### config.mk
export PLATFORM = sky130hd
export DESIGN_NAME = spram_burst_initiator
export DESIGN_NICKNAME = d
export VERILOG_FILES = /design/src/rtl/spram_burst_initiator.sv
export SDC_FILE = /design/constraint.sdc
export NUM_CORES = 1
export LEC_CHECK = 0
export ABC_AREA = 1
export CORE_MARGIN = 2
export CORE_UTILIZATION = 46
export DETAILED_ROUTE_END_ITERATION = 12
export GPL_TIMING_DRIVEN = 0
export PLACE_DENSITY = 0.77
export SLEW_MARGIN = 10
export SYNTH_ARGS = -nofsm -noshare
export SYNTH_HDL_FRONTEND = slang
export SYNTH_SLANG_ARGS = --single-unit
### constraint.sdc
create_clock -name i_clk -period 2.5 [get_ports i_clk]
set_input_delay 0.5 -clock i_clk [delete_from_list [all_inputs] [get_ports i_clk]]
set_output_delay 0.5 -clock i_clk [all_outputs]
set_load 0.02 [all_outputs]
### src/rtl/spram_burst_initiator.sv
// Burst initiator for the banked single-port RAM: takes one read/write burst command,
// streams beats over valid/ready and drives the per-beat RAM strobes.
module spram_burst_initiator #(
  parameter int ADDR_W = 5,
  parameter int DATA_W = 8,
  parameter int LEN_W  = 6
) (
  input  logic              i_clk,
  input  logic              i_rst,
  input  logic              i_cmd_valid,
  output logic              o_cmd_ready,
  input  logic              i_cmd_write,
  input  logic [ADDR_W-1:0] i_cmd_addr,
  input  logic [LEN_W-1:0]  i_cmd_len,
  input  logic              i_wr_valid,
  output logic              o_wr_ready,
  input  logic [DATA_W-1:0] i_wr_data,
  output logic              o_rd_valid,
  input  logic              i_rd_ready,
  output logic [DATA_W-1:0] o_rd_data,
  output logic              o_done,
  output logic              o_mem_en,
  output logic              o_mem_we,
  output logic [ADDR_W-1:0] o_mem_addr,
  output logic [DATA_W-1:0] o_mem_din,
  input  logic [DATA_W-1:0] i_mem_dout
);

  typedef enum logic [1:0] {
    S_IDLE,
    S_WRITE,
    S_READ,
    S_DONE
  } state_t;

  state_t            r_state;
  state_t            w_next;
  logic [ADDR_W-1:0] r_cur_addr;
  logic [LEN_W-1:0]  r_remaining;
  logic [LEN_W-1:0]  r_issue_left;
  logic              r_inflight;
  logic [DATA_W-1:0] r_fifo [2];
  logic              r_wptr;
  logic              r_rptr;
  logic [1:0]        r_count;

  logic              w_cmd_fire;
  logic              w_first_rd;
  logic              w_wr_fire;
  logic              w_pop;
  logic              w_push;
  logic [1:0]        w_occ;
  logic              w_rd_issue;

  assign w_cmd_fire = i_cmd_valid && (r_state == S_IDLE) && !i_rst;
  // The first read goes out in the accept cycle so data is offered two cycles later.
  assign w_first_rd = w_cmd_fire && !i_cmd_write && (i_cmd_len != '0);
  assign w_wr_fire  = (r_state == S_WRITE) && i_wr_valid;
  assign w_pop      = (r_state == S_READ) && (r_count != 2'd0) && i_rd_ready;
  assign w_push     = r_inflight;
  // Occupancy after this cycle's pop; counting the pop keeps one beat per cycle.
  assign w_occ      = r_count + 2'(r_inflight) - 2'(w_pop);
  assign w_rd_issue = (r_state == S_READ) && (r_issue_left != '0) && (w_occ < 2'd2);

  assign o_rd_valid = (r_count != 2'd0);
  assign o_rd_data  = r_fifo[r_rptr];

  always_comb begin
    w_next      = r_state;
    o_cmd_ready = 1'b0;
    o_wr_ready  = 1'b0;
    o_done      = 1'b0;
    o_mem_en    = 1'b0;
    o_mem_we    = 1'b0;
    o_mem_addr  = r_cur_addr;
    o_mem_din   = '0;
    case (r_state)
      S_IDLE: begin
        o_cmd_ready = !i_rst;
        if (w_cmd_fire) begin
          if (i_cmd_len == '0) begin
            w_next = S_DONE;
          end else if (i_cmd_write) begin
            w_next = S_WRITE;
          end else begin
            w_next = S_READ;
          end
        end
        if (w_first_rd) begin
          o_mem_en   = 1'b1;
          o_mem_addr = i_cmd_addr;
        end
      end
      S_WRITE: begin
        o_wr_ready = 1'b1;
        if (w_wr_fire) begin
          o_mem_en  = 1'b1;
          o_mem_we  = 1'b1;
          o_mem_din = i_wr_data;
          if (r_remaining == LEN_W'(1)) begin
            w_next = S_DONE;
          end
        end
      end
      S_READ: begin
        o_mem_en = w_rd_issue;
        if (w_pop && (r_remaining == LEN_W'(1))) begin
          w_next = S_DONE;
        end
      end
      S_DONE: begin
        o_done = 1'b1;
        w_next = S_IDLE;
      end
      default: w_next = S_IDLE;
    endcase
  end

  always_ff @(posedge i_clk) begin
    if (i_rst) begin
      r_state      <= S_IDLE;
      r_cur_addr   <= '0;
      r_remaining  <= '0;
      r_issue_left <= '0;
      r_inflight   <= 1'b0;
      r_wptr       <= 1'b0;
      r_rptr       <= 1'b0;
      r_count      <= 2'd0;
      for (int i = 0; i < 2; i++) begin
        r_fifo[i] <= '0;
      end
    end else begin
      r_state    <= w_next;
      r_inflight <= w_first_rd || w_rd_issue;
      if (w_cmd_fire) begin
        r_remaining  <= i_cmd_len;
        r_cur_addr   <= w_first_rd ? i_cmd_addr + ADDR_W'(1) : i_cmd_addr;
        r_issue_left <= w_first_rd ? i_cmd_len - LEN_W'(1) : '0;
      end
      if (w_wr_fire) begin
        r_cur_addr  <= r_cur_addr + ADDR_W'(1);
        r_remaining <= r_remaining - LEN_W'(1);
      end
      if (w_rd_issue) begin
        r_cur_addr   <= r_cur_addr + ADDR_W'(1);
        r_issue_left <= r_issue_left - LEN_W'(1);
      end
      if (w_pop) begin
        r_remaining <= r_remaining - LEN_W'(1);
        r_rptr      <= ~r_rptr;
      end
      if (w_push) begin
        r_fifo[r_wptr] <= i_mem_dout;
        r_wptr         <= ~r_wptr;
      end
      r_count <= r_count + 2'(w_push) - 2'(w_pop);
    end
  end

endmodule
=== Word level (Yosys, flattened, before mapping) ===
Memories as Yosys holds them, arrays and structs flattened. A register that Yosys moved wholly into a read port is not among the register bits.
Index checks and enable logic that the tools add are counted.

* Add/subtract/negate cells: 7
* Magnitude comparators: 1
* Equal/unequal tests: 8
* Mux-type cells: 38
* Bitwise gates (word level): 2
* Reduce and logical (&&, ||, !) cells: 23

{| class="wikitable"
|+ Operators with widths
! kind !! count
|-
| $mux W6 || 6
|-
| $mux W5 || 6
|-
| $mux W8 || 3
|-
| $sub A6 B1 Y6 const B || 3
|-
| $mux W1 || 15
|-
| $mux W2 || 6
|-
| $reduce_bool A6 Y1 || 2
|-
| $add A5 B1 Y5 const B || 2
|-
| $logic_and A1 B1 Y1 || 10
|-
| $pmux W2 S4 || 1
|-
| $reduce_or A8 Y1 || 1
|-
| $eq A6 B1 Y1 const B || 1
|-
| $logic_not A6 Y1 || 1
|-
| $reduce_bool A3 Y1 || 2
|-
| $eq A2 B2 Y1 const B || 2
|-
| $ne A2 B1 Y1 const B || 2
|-
| $ne A2 B2 Y1 const B || 2
|-
| $reduce_and A4 Y1 || 1
|-
| $reduce_bool A2 Y1 || 2
|-
| $pmux W1 S3 || 1
|-
| $add A2 B1 Y2 || 1
|-
| $eq A2 B1 Y1 const B || 1
|-
| $logic_not A1 Y1 || 2
|-
| $logic_not A2 Y1 || 1
|-
| 4 further kinds || 5
|}

* Register bits: 24
* Memory bits (writable): 16
* Input bits: 33
* Output and inout bits: 27
* Word-level logic and storage cells: 88
* Memories kept: 1

{| class="wikitable"
|+ Memories
! name !! depth !! width !! rd ports !! clocked after memory_dff !! wr ports !! line !! RTL
|-
| r_fifo || 2 || 8 || 1 || 1 || 2 || 42 || <nowiki>logic [DATA_W-1:0] r_fifo [2];</nowiki>
|}

=== Depth between registers and ports, before layout ===
Gate-level depths: netlist of the first run.

* Word-level depth: 9
* Mapped depth: 16
* Depth with buffers taken out: 16

=== Worst setup path before layout of the first run ===
OpenSTA, ideal clock, no wires.

* Path type: register to output
* From: register r_state[0]
* To: output o_mem_en
* Arrival: 1.937 ns
* Data required time: 2.000 ns
* Slack: 0.063 ns
* Cell stages (with the launch flop): 15
* Buffers on the path: 0
* Cell sequence: dfxtp_1 inv_1 ha_1 nand3_1 inv_1 ha_1 inv_1 ha_1 inv_1 nand3_1 nand2_1 nand2_1 nand2_1 o21bai_1 inv_1

* Word-level cells in the longest chain between the ends: 7
* Elaborated cells on any way between the ends: 17
* Those cells by class: add/sub (1); order compare (1); eq/ne (2); mux (3); reduce/logical (10)

{| class="wikitable"
|+ Ends and longest elaborated chain
! item !! line !! RTL
|-
| from (decl) || 36 || <nowiki>state_t r_state;</nowiki>
|-
| from (signal assigned) || 133 || <nowiki>r_state <= w_next;</nowiki>
|-
| $eq A2 B2 Y1 || 59 || <nowiki>assign w_pop = (r_state == S_READ) && (r_count != 2'd0) && i_rd_ready;</nowiki>
|-
| $logic_and A1 B1 Y1 (2 in a row) || 59 ||
|-
| via w_pop || 50 || <nowiki>logic w_pop;</nowiki>
|-
| $sub A2 B1 Y2 || 62 || <nowiki>assign w_occ = r_count + 2'(r_inflight) - 2'(w_pop);</nowiki>
|-
| $lt A2 B2 Y1 || 63 || <nowiki>assign w_rd_issue = (r_state == S_READ) && (r_issue_left != '0) && (w_occ < 2'd2);</nowiki>
|-
| $logic_and A1 B1 Y1 || 63 ||
|-
| $pmux W1 S3 || 77 || <nowiki>case (r_state)</nowiki>
|-
| to (decl) || 22 || <nowiki>output logic o_mem_en,</nowiki>
|}

The timed path passes the listed nets, and every way through them passes these cells.

=== Worst setup path after layout of the first run ===
Same ends and word-level chain as after synthesis.

==> results.cfg, run 1 <==
[status]
outcome = complete, but fails checks
violations = setup timing

[worst_setup_path]
startpoint_type = flop
path_cells = inv_4 > ha_4 > nand3_2 > inv_2 > ha_4 > inv_2 > ha_4 > inv_4 > nand3_4 > nand2_4 > nand2_4 > nand2_4 > o21bai_1 > inv_1 > buf_6
crit_fanout = 3
max_stage_delay_ns = 0.36
path_class = flop to output pin
r2r_cells = 20
critPathArrivalTime_ns = 2.09
crit_required_ns = 2.00
endpoint_kind = output pin
worst_path_max_delay_cell = dfxtp_2

[floorplan]
ioPinCount = 60
fp.dieH_um = 79.18
start_util_pct = 47.51
num_rows = 27
die_w_um = 79.18
dieArea_mm2 = 0.006269
core_area_mm2 = 0.005473

[placement]
place_ws_ns = -0.9307
portBuffers = 58
hpwl_um = 4562
gp_congestion = 0.8796
dp_cells = 494

[drt]
vias = 2685
post-route-drc-count = 0
routed_wl_um = 7550
ant_nets = 0
via_per_inst = 5.056
drt_iter0_drc = 187
wl_per_cell_um = 14.22
first_pass_iters = 4

[grt]
grt_pass1_vias = 2587
grt_use_total_pct = 24.08
grt_max_degree = 15
grt_antenna_before_repair = 0
globalRouteOverflowTotal = 0
grt_pass1_wl_um = 11870

[finish]
area_growth_pct = 45.38
nNetsFinal = 504
stdcell_count = 531
fillers = 432
drive_gt1_share_pct = 20.04
diodes = 0

[worst_hold_path]
hp-class = input port to flop
holdPathStages = 2

[clock_tree]
clkTransAtPathRegs_ns = 0.09
numCtsBuffers = 5
root_buffer = clkbuf_8
hold_buffers = 0
cts_max_level = 2
cts_tree = built
clock_latency_ns = 0.32
clockBufferDepth = 2
clock_sinks = 41

[yosys]
synth_flop_cell = dfxtp_1
synth.avg_cell_area_um2 = 7.143
ys_seq_area_share_pct = 37.73
synth_cell_type_count = 30
synthesis.nets = 410
synth.most_common_cell = nand2_1
synth_edf_count = 16
ys_seq_elements = 41
synth_area_mm2 = 0.002600
postSynth.asyncResetShare_pct = 0
synth_area_leaders = dfxtp_1 (19%), edfxtp_1 (18%), nand2_1 (13%)
synth_commonest_cells = nand2_1 (89), inv_1 (57), nor2_1 (57)
yosysTopAreaCellShare_pct = 19.25
yosys.area.top_type = dfxtp_1
syn_inst = 364
yosysWarnings = 0

[timing]
final-max-slew-violation-count = 0
finalHoldViolations = 0
max_freq_mhz = 386.5
skew_ns = 0.007967
rsz0062_at_grt = true
worst_slew_pin_slew_ns = 0.6481
fin_ws_ns = -0.08736
slew-limit-headroom_pct = 56.79
finalCritPeriodShare_pct = 103.5
period_needed_ns = 2.587
holdWs_ns = 0.4136
finalSetupViolations = 1

[power]
peakVddDrop_mv = 0.5627
power_density_mw_per_mm2 = 815.9
p_leak_nw = 1.801

[job]
cap_viol_max_count = 0
## cell families after synthesis
group	share of synthesized area, %
multiplexers	3.465
buffers and inverters	10.68
AND/OR/NAND/NOR	29.74
XOR/XNOR	4.379
adder cells (fa/ha/maj)	6.256
AO/OA/AOI/OAI	7.748
flip-flops	37.73
## where the power goes
group | total [W] | internal (W) | switching (W)
clock | 0.000667 | 0.000402 | 0.000265
combinational | 0.00150 | 0.000644 | 0.000856
sequential | 0.000917 | 0.000817 | 0.0000998
## per-stage QoR
| stage | setup TNS, ns | total power, W | utilization [%] | cell area, um^2 |
|---|---|---|---|---|
| global placement | -4.395 | 0.002126 | 59.76 | 3271 |
| finish | -0.08736 | 0.003084 | 69.07 | 3780 |
| floorplan | 0 | 0.001754 | - | 2600 |
| CTS | -0.4411 | 0.002958 | 67.31 | 3684 |
| detailed placement | -4.830 | 0.002161 | 59.76 | 3271 |
| global route | -0.2546 | 0.003287 | 69.07 | 3780 |
## layer usage
layer	part of all wire, %	GRT usage [%]	vias up
li1	-	-	1331
met1	41	29.40	1257
met2	52	42.80	86
met3	5.5	3.750	11
met4	1.8	8.621	0
met5	0	0	-
## final timing paths
kind,start,to,slack (ns)
worst max-delay path,r_state[0],o_mem_en,-0.09
worst min-delay path,i_rst,r_cur_addr[3],0.41
worst max register to register,r_state[0],r_count[1],0.04
worst min register to register,r_remaining[4],r_remaining[4],0.49
## timing repair
item,in CTS,in global routing
pin swaps,8,11
buffers inserted,27,4
hold endpoints to repair,0,0
gates resized for setup,59,28
setup endpoints to repair,10,14
## final cells by class
cell class	count	area (um^2)	share of cell area, %
clock buffer	5	68.82	1.821
multi-input combinational	255	1495	39.56
clock inverter	3	68.82	1.821
sequential	41	987.2	26.12
buffer	7	43.79	1.159
tap	72	90.09	2.383
timing repair buffer	87	782.0	20.69
inverter	61	244.0	6.455
## cell usage in the layout (no fill, tap or decap), types with 2 or more instances in the layout
master / Yosys / layout
nand4_1: 2 / 2
inv_4: 2 / 4
nand3_1: 32 / 28
nand2_4: 1 / 4
clkdlybuf4s50_1: 0 / 43
dfxtp_2: 0 / 2
inv_2: 1 / 4
xor2_1: 7 / 7
nor2_1: 57 / 55
bufinv_16: 0 / 2
clkbuf_1: 3 / 3
a31oi_1: 5 / 5
nand3_4: 1 / 3
a21oi_1: 11 / 11
edfxtp_1: 16 / 16
nand2_1: 89 / 83
nand2_2: 0 / 3
inv_6: 0 / 2
dfxtp_1: 25 / 22
o21ai_0: 15 / 14
ha_1: 13 / 8
nor2_4: 1 / 3
xnor2_1: 6 / 6
inv_1: 57 / 52
buf_2: 2 / 7
buf_6: 2 / 8
buf_4: 0 / 24
ha_4: 0 / 5
dlygate4sd2_1: 0 / 9
mux2_2: 8 / 8
nand3_2: 0 / 2
clkbuf_8: 0 / 5
## worst max-delay path: cells and delay by family, from the launching register on
| family | cells | cell delay, ns |
|---|---|---|
| AOI/OAI and AO/OA | 1 | 0.06 |
| and+or+nand+nor | 5 | 0.39 |
| adders and majority gates | 3 | 0.60 |
| buffers and inverters | 6 | 0.37 |
| DFF | 1 | 0.36 |
## sequential cells by signal (all words and copies together), names as in the netlist, named ones only
name and count:
r_state 2, r_remaining 6, r_wptr 1, r_issue_left 6, r_rptr 1, r_fifo 16
r_cur_addr 5, r_inflight 1, r_count 2
No activity file was read; power rests on OpenSTA's default activity.
==> run 2, diff against run 1 <==
--- a/config.mk
+++ b/config.mk
@@ -11,6 +11,7 @@
 export DETAILED_ROUTE_END_ITERATION = 12
 export GPL_TIMING_DRIVEN = 0
 export PLACE_DENSITY = 0.77
+export SETUP_SLACK_MARGIN = 0.4
 export SLEW_MARGIN = 10
 export SYNTH_ARGS = -nofsm -noshare
 export SYNTH_HDL_FRONTEND = slang
==> run 2 against run 1 <==
Compared with the run above:
- the flow still finishes with violations (setup timing)
- clock skew increased by 0.0031 ns
- largest cell class unchanged
- sequential share of layout area increased by 0.37 points
- clock-buffer cell count unchanged
- critical path depth unchanged
==> results.cfg, run 2 (same netlist as run 1, synthesis figures left out) <==
[grt]
grt_max_degree = 14
grt_use_total_pct = 22.95
grt-busiest-layer = met2
globalRouteOverflowTotal = 0
grt_pass1_wl_um = 11360
use_met3_pct = 3.182
use_met1_pct = 28.63
grt_use_met2_pct = 40.25
grt_antenna_before_repair = 0
grt_pass1_vias = 2512

[drt]
ant_nets = 0
post-route-drc-count = 0
first_pass_iters = 5
vias = 2656
routed_wl_um = 6913
wl_per_cell_um = 13.17
via_per_inst = 5.059
drt_iter0_drc = 165

[timing]
finalSetupViolations = 1
worst_slew_pin_slew_ns = 0.5866
finalSetupTns_ns = -0.05511
slew-limit-headroom_pct = 60.89
fin_ws_ns = -0.05511
max_freq_mhz = 391.4
skew_ns = 0.01105
finalCritPeriodShare_pct = 102.2
period_needed_ns = 2.555
rsz0062_at_grt = true
final-max-slew-violation-count = 0
holdWs_ns = 0.4260
finalHoldViolations = 0

[worst_setup_path]
critPathBufInv = 6
endpoint_kind = output pin
max_stage_delay_ns = 0.36
startpoint_type = flop
crit_required_ns = 2.00
cp_top_family = adder cells
path_class = flop to output pin
critPathArrivalTime_ns = 2.06
crit_fanout = 3
worst_path_max_delay_cell = dfxtp_2
path_cells = inv_4 > ha_4 > nand3_4 > inv_2 > ha_4 > inv_4 > ha_4 > inv_4 > nand3_2 > nand2_2 > nand2_4 > nand2_4 > o21bai_1 > inv_2 > buf_6

[placement]
hpwl_um = 4571
portBuffers = 58
gp_congestion = 0.8685
dp_cells = 494
place_ws_ns = -0.7809

[finish]
area_growth_pct = 43.17
top_regs = r_fifo: 16 flops, r_issue_left: 6 flops, r_remaining: 6 flops
drive_gt1_share_pct = 24.94
nNetsFinal = 498
final_common_cell = nand2_1
stdcell_count = 525
largest_register_ffs = 16
largest-register = r_fifo
diodes = 0
final_cell_mix = nand2_1 (74), nor2_1 (51), inv_1 (47), nand3_1 (28), clkdlybuf4s50_1 (25)

[clock_tree]
numCtsBuffers = 5
clockBufferDepth = 2
clock_latency_ns = 0.30
clock_sinks = 41
cts_max_level = 2
clkTransAtPathRegs_ns = 0.09
cts_tree = built
root_buffer = clkbuf_8

[power]
power_density_mw_per_mm2 = 782.7
power_w = 0.002913
peakVddDrop_mv = 0.5635
p_leak_nw = 1.806

[floorplan]
ioPinCount = 60
fp.dieH_um = 79.18
start_util_pct = 47.51
core_area_mm2 = 0.005473
num_rows = 27
die_w_um = 79.18
dieArea_mm2 = 0.006269

[status]
outcome = complete, but fails checks
violations = setup timing

[job]
cap_viol_max_count = 0

[worst_hold_path]
hp-class = input port to flop
[run 2: cell types whose count changed in the layout (fill, tap and decap cells not counted), sizes merged]
cell / previous run / this run
buf: 39 / 42
bufinv: 2 / 0
clkdlybuf4s50: 43 / 25
clkinv: 0 / 3
clkinvlp: 0 / 1
dlygate4sd2: 9 / 17
dlymetal6s2s: 0 / 1
inv: 62 / 60
[run 2: path summary, 6_finish.rpt]
kind                         from               to  slack [ns]  cells after the start
hold reg to reg   r_issue_left[1]  r_issue_left[1]        0.49                      2
hold / removal              i_rst   r_remaining[1]        0.43                      2
setup reg to reg       r_state[0]  r_issue_left[5]        0.25                     17
setup / recovery       r_state[0]         o_mem_en       -0.06                     15
[run 2: area by class of cell]
cell class,instances,area [um^2]
fill,458,1750
timing repair buffer,81,718.2
sequential,41,985.9
tap,72,90.09
inverter,61,247.7
multi-input combinational,255,1534
clock buffer,5,68.82
buffer,7,60.06
clock inverter,3,17.52
[run 2: through the flow]
stage | instance area [um^2] | utilization (%)
after floorplan | 2644 | -
after global placement | 3314 | 60.56
after detailed placement | 3314 | 60.56
after CTS | 3603 | 65.84
after global routing | 3722 | 68.02
final | 3722 | 68.02
[run 2: report_power, final]
part / internal, W / total, W / switching (W)
Clock: 0.000193 / 0.000431 / 0.000238
Combinational: 0.000698 / 0.00156 / 0.000863
Sequential: 0.000817 / 0.000920 / 0.000104
Total: 0.00171 / 0.00291 / 0.00120
[run 2: routing by layer]
layer  routed length (um)  part of all wire, %
met5                    0                    0
met2                 3405                   49
met4                  139                  2.0
met1                 2968                   43
met3                  399                  5.8
[run 2: repair_timing]
action                     CTS  global route
gates cloned                 0             1
pin swaps                   14            12
setup endpoints to repair   36            21
hold buffers                 0             0
buffers inserted            18             4
resized for setup          126            31
==> run 3, diff against run 2 <==
--- a/config.mk
+++ b/config.mk
@@ -10,8 +10,9 @@
 export CORE_UTILIZATION = 46
 export DETAILED_ROUTE_END_ITERATION = 12
 export GPL_TIMING_DRIVEN = 0
+export HOLD_SLACK_MARGIN = 0.06
 export PLACE_DENSITY = 0.77
-export SETUP_SLACK_MARGIN = 0.4
+export SETUP_SLACK_MARGIN = 0.15
 export SLEW_MARGIN = 10
 export SYNTH_ARGS = -nofsm -noshare
 export SYNTH_HDL_FRONTEND = slang
==> run 3 against run 2 <==
Compared with the run above:
- the flow still finishes with violations (setup timing)
- maximum frequency down 0.26%
- wire length is 0.75% lower
- via count is 2.4% lower
- flip-flop and latch count is the same
- clock power increased by 52%
- sequential share of layout area hardly changed
- register-to-register slack lost 0.23 ns
==> results.cfg, run 3 (same netlist as run 1, synthesis figures left out) <==
[timing]
final-max-slew-violation-count = 0
fin_ws_ns = -0.06171
slew-limit-headroom_pct = 65.76
period_needed_ns = 2.562
worst_slew_pin_slew_ns = 0.5136
finalSetupViolations = 1
finalHoldViolations = 0
finalCritPeriodShare_pct = 102.5
finalSetupTns_ns = -0.06171
rsz0062_at_grt = true
max_freq_mhz = 390.4
skew_ns = 0.006641

[drt]
first_pass_iters = 4
ant_nets = 0
routed_wl_um = 6861
vias = 2591
post-route-drc-count = 0
drt_iter0_drc = 129
via_per_inst = 4.907
wl_per_cell_um = 12.99

[worst_setup_path]
cp_top_family = adder cells
critPathArrivalTime_ns = 2.06
r2r-end = r_remaining[4]
timing.rr.start = r_state[0]
max_stage_delay_ns = 0.36
crit_required_ns = 2.00
path_cells = inv_4 > ha_4 > nand3_4 > inv_2 > ha_4 > inv_2 > ha_4 > nand2_1 > nand2_2 > nand2_2 > nand2_4 > o21bai_1 > inv_2 > buf_6
critPathBufInv = 5
path_class = flop to output pin
crit_fanout = 3
worst_path_max_delay_cell = dfxtp_2
r2r_cells = 16
startpoint_type = flop
endpoint_kind = output pin
r2r_slack_ns = 0.02

[grt]
grt_max_degree = 15
grt_use_total_pct = 22.54
grt_antenna_before_repair = 0
grt_pass1_wl_um = 10940
grt_pass1_vias = 2385
globalRouteOverflowTotal = 0

[finish]
drive_gt1_share_pct = 21.71
diodes = 0
final_cell_mix = nand2_1 (85), nor2_1 (55), inv_1 (49), clkdlybuf4s50_1 (36), nand3_1 (28)
largest-register = r_fifo
final_common_cell = nand2_1
area_growth_pct = 42.64
largest_register_ffs = 16
top_regs = r_fifo: 16 flops, r_issue_left: 6 flops, r_remaining: 6 flops
nNetsFinal = 501

[clock_tree]
hold_buffers = 0
numCtsBuffers = 5
clock_latency_ns = 0.30
cts_tree = built
cts_max_level = 2
root_buffer = clkbuf_8
clockBufferDepth = 2
clock_sinks = 41
clkTransAtPathRegs_ns = 0.08

[worst_hold_path]
hp-start = i_rst
whs_endpoint = r_issue_left[2]
holdPathStages = 2
hp-class = input port to flop

[placement]
place_ws_ns = -0.8609
portBuffers = 58
hpwl_um = 4736
gp_congestion = 0.8400

[floorplan]
num_rows = 27
dieArea_mm2 = 0.006269
ioPinCount = 60
fp.dieH_um = 79.18
start_util_pct = 47.51
core_area_mm2 = 0.005473
die_w_um = 79.18

[power]
p_leak_nw = 1.802
power_density_mw_per_mm2 = 816.2
peakVddDrop_mv = 0.5079

[job]
cap_viol_max_count = 0

[status]
violations = setup timing
outcome = complete, but fails checks
run 3: cell types whose count changed in the layout (fill, tap and decap cells not counted), sizes merged, moves of 3 or more:
cell / previous run / this run
dlygate4sd2: 17 / 4
clkdlybuf4s50: 25 / 36
clkbuf: 8 / 16
buf: 42 / 36
clkinv: 3 / 0
dlymetal6s2s: 1 / 4
run 3: area by class of cell:
class / instances / area (um^2)
fillers: 468 / 1764
clock buffers: 5 / 68.82
flip-flops and latches: 41 / 983.4
plain buffers: 7 / 45.04
well taps: 72 / 90.09
clock inverters: 3 / 68.82
multi-input cells: 255 / 1479
repair buffers: 84 / 732.0
inverters: 61 / 241.5
run 3: where the power goes:
part | total (W) | leakage, nW | internal [W] | switching, W
sequential | 0.000912 | 0.370 | 0.000814 | 0.0000979
combinational | 0.00146 | 1.36 | 0.000631 | 0.000828
clock | 0.000655 | 0.0687 | 0.000402 | 0.000253
run 3: worst max path at each step:
stage                     startpoint        to  slack [ns]  depth (start not counted)
after floorplan           r_state[0]  o_mem_en        0.16                         14
after global placement    i_rd_ready  o_mem_en       -0.79                         14
after detailed placement  i_rd_ready  o_mem_en       -0.86                         14
after CTS                 r_state[0]  o_mem_en       -0.06                         15
after global routing      r_state[0]  o_mem_en       -0.16                         14
final                     r_state[0]  o_mem_en       -0.06                         14
run 3: routing by layer:
metal  GRT usage, %  up-vias  wire [um]
li1               -     1322          -
met1          26.30     1190       2790
met2          42.20       68       3611
met3          3.636       11        328
met4          6.379        0        131
met5              0        -          0
run 3: what timing repair did:
action                     4_1_cts  5_1_grt
pin swaps                       10       12
setup buffers                   19        7
gates resized for setup         70       36
setup endpoints to repair       31       26
run 3: worst reg2reg max path: stages (launching register included):
cell	delay, ns
dfxtp_2	0.34
inv_4	0.06
ha_4	0.16
nand3_4	0.09
buf_4	0.15
buf_4	0.13
buf_4	0.12
buf_4	0.12
buf_4	0.12
buf_4	0.12
buf_4	0.12
buf_4	0.12
buf_4	0.14
nand2_1	0.19
inv_4	0.09
o21ai_0	0.20
a21oi_1	0.09
run 3: metrics by stage:
stage / util (%) / area (um^2) / hold slack [ns] / power (W) / cells
after floorplan: - / 2608 / 0.4443 / 0.001762 / 364
after global placement: 59.90 / 3278 / 0.4540 / 0.002134 / 494
after detailed placement: 59.90 / 3278 / 0.4634 / 0.002172 / 494
after CTS: 66.23 / 3625 / 0.4198 / 0.002924 / 521
after global routing: 67.76 / 3709 / 0.4213 / 0.003224 / 528
final: 67.76 / 3709 / 0.4213 / 0.003027 / 528
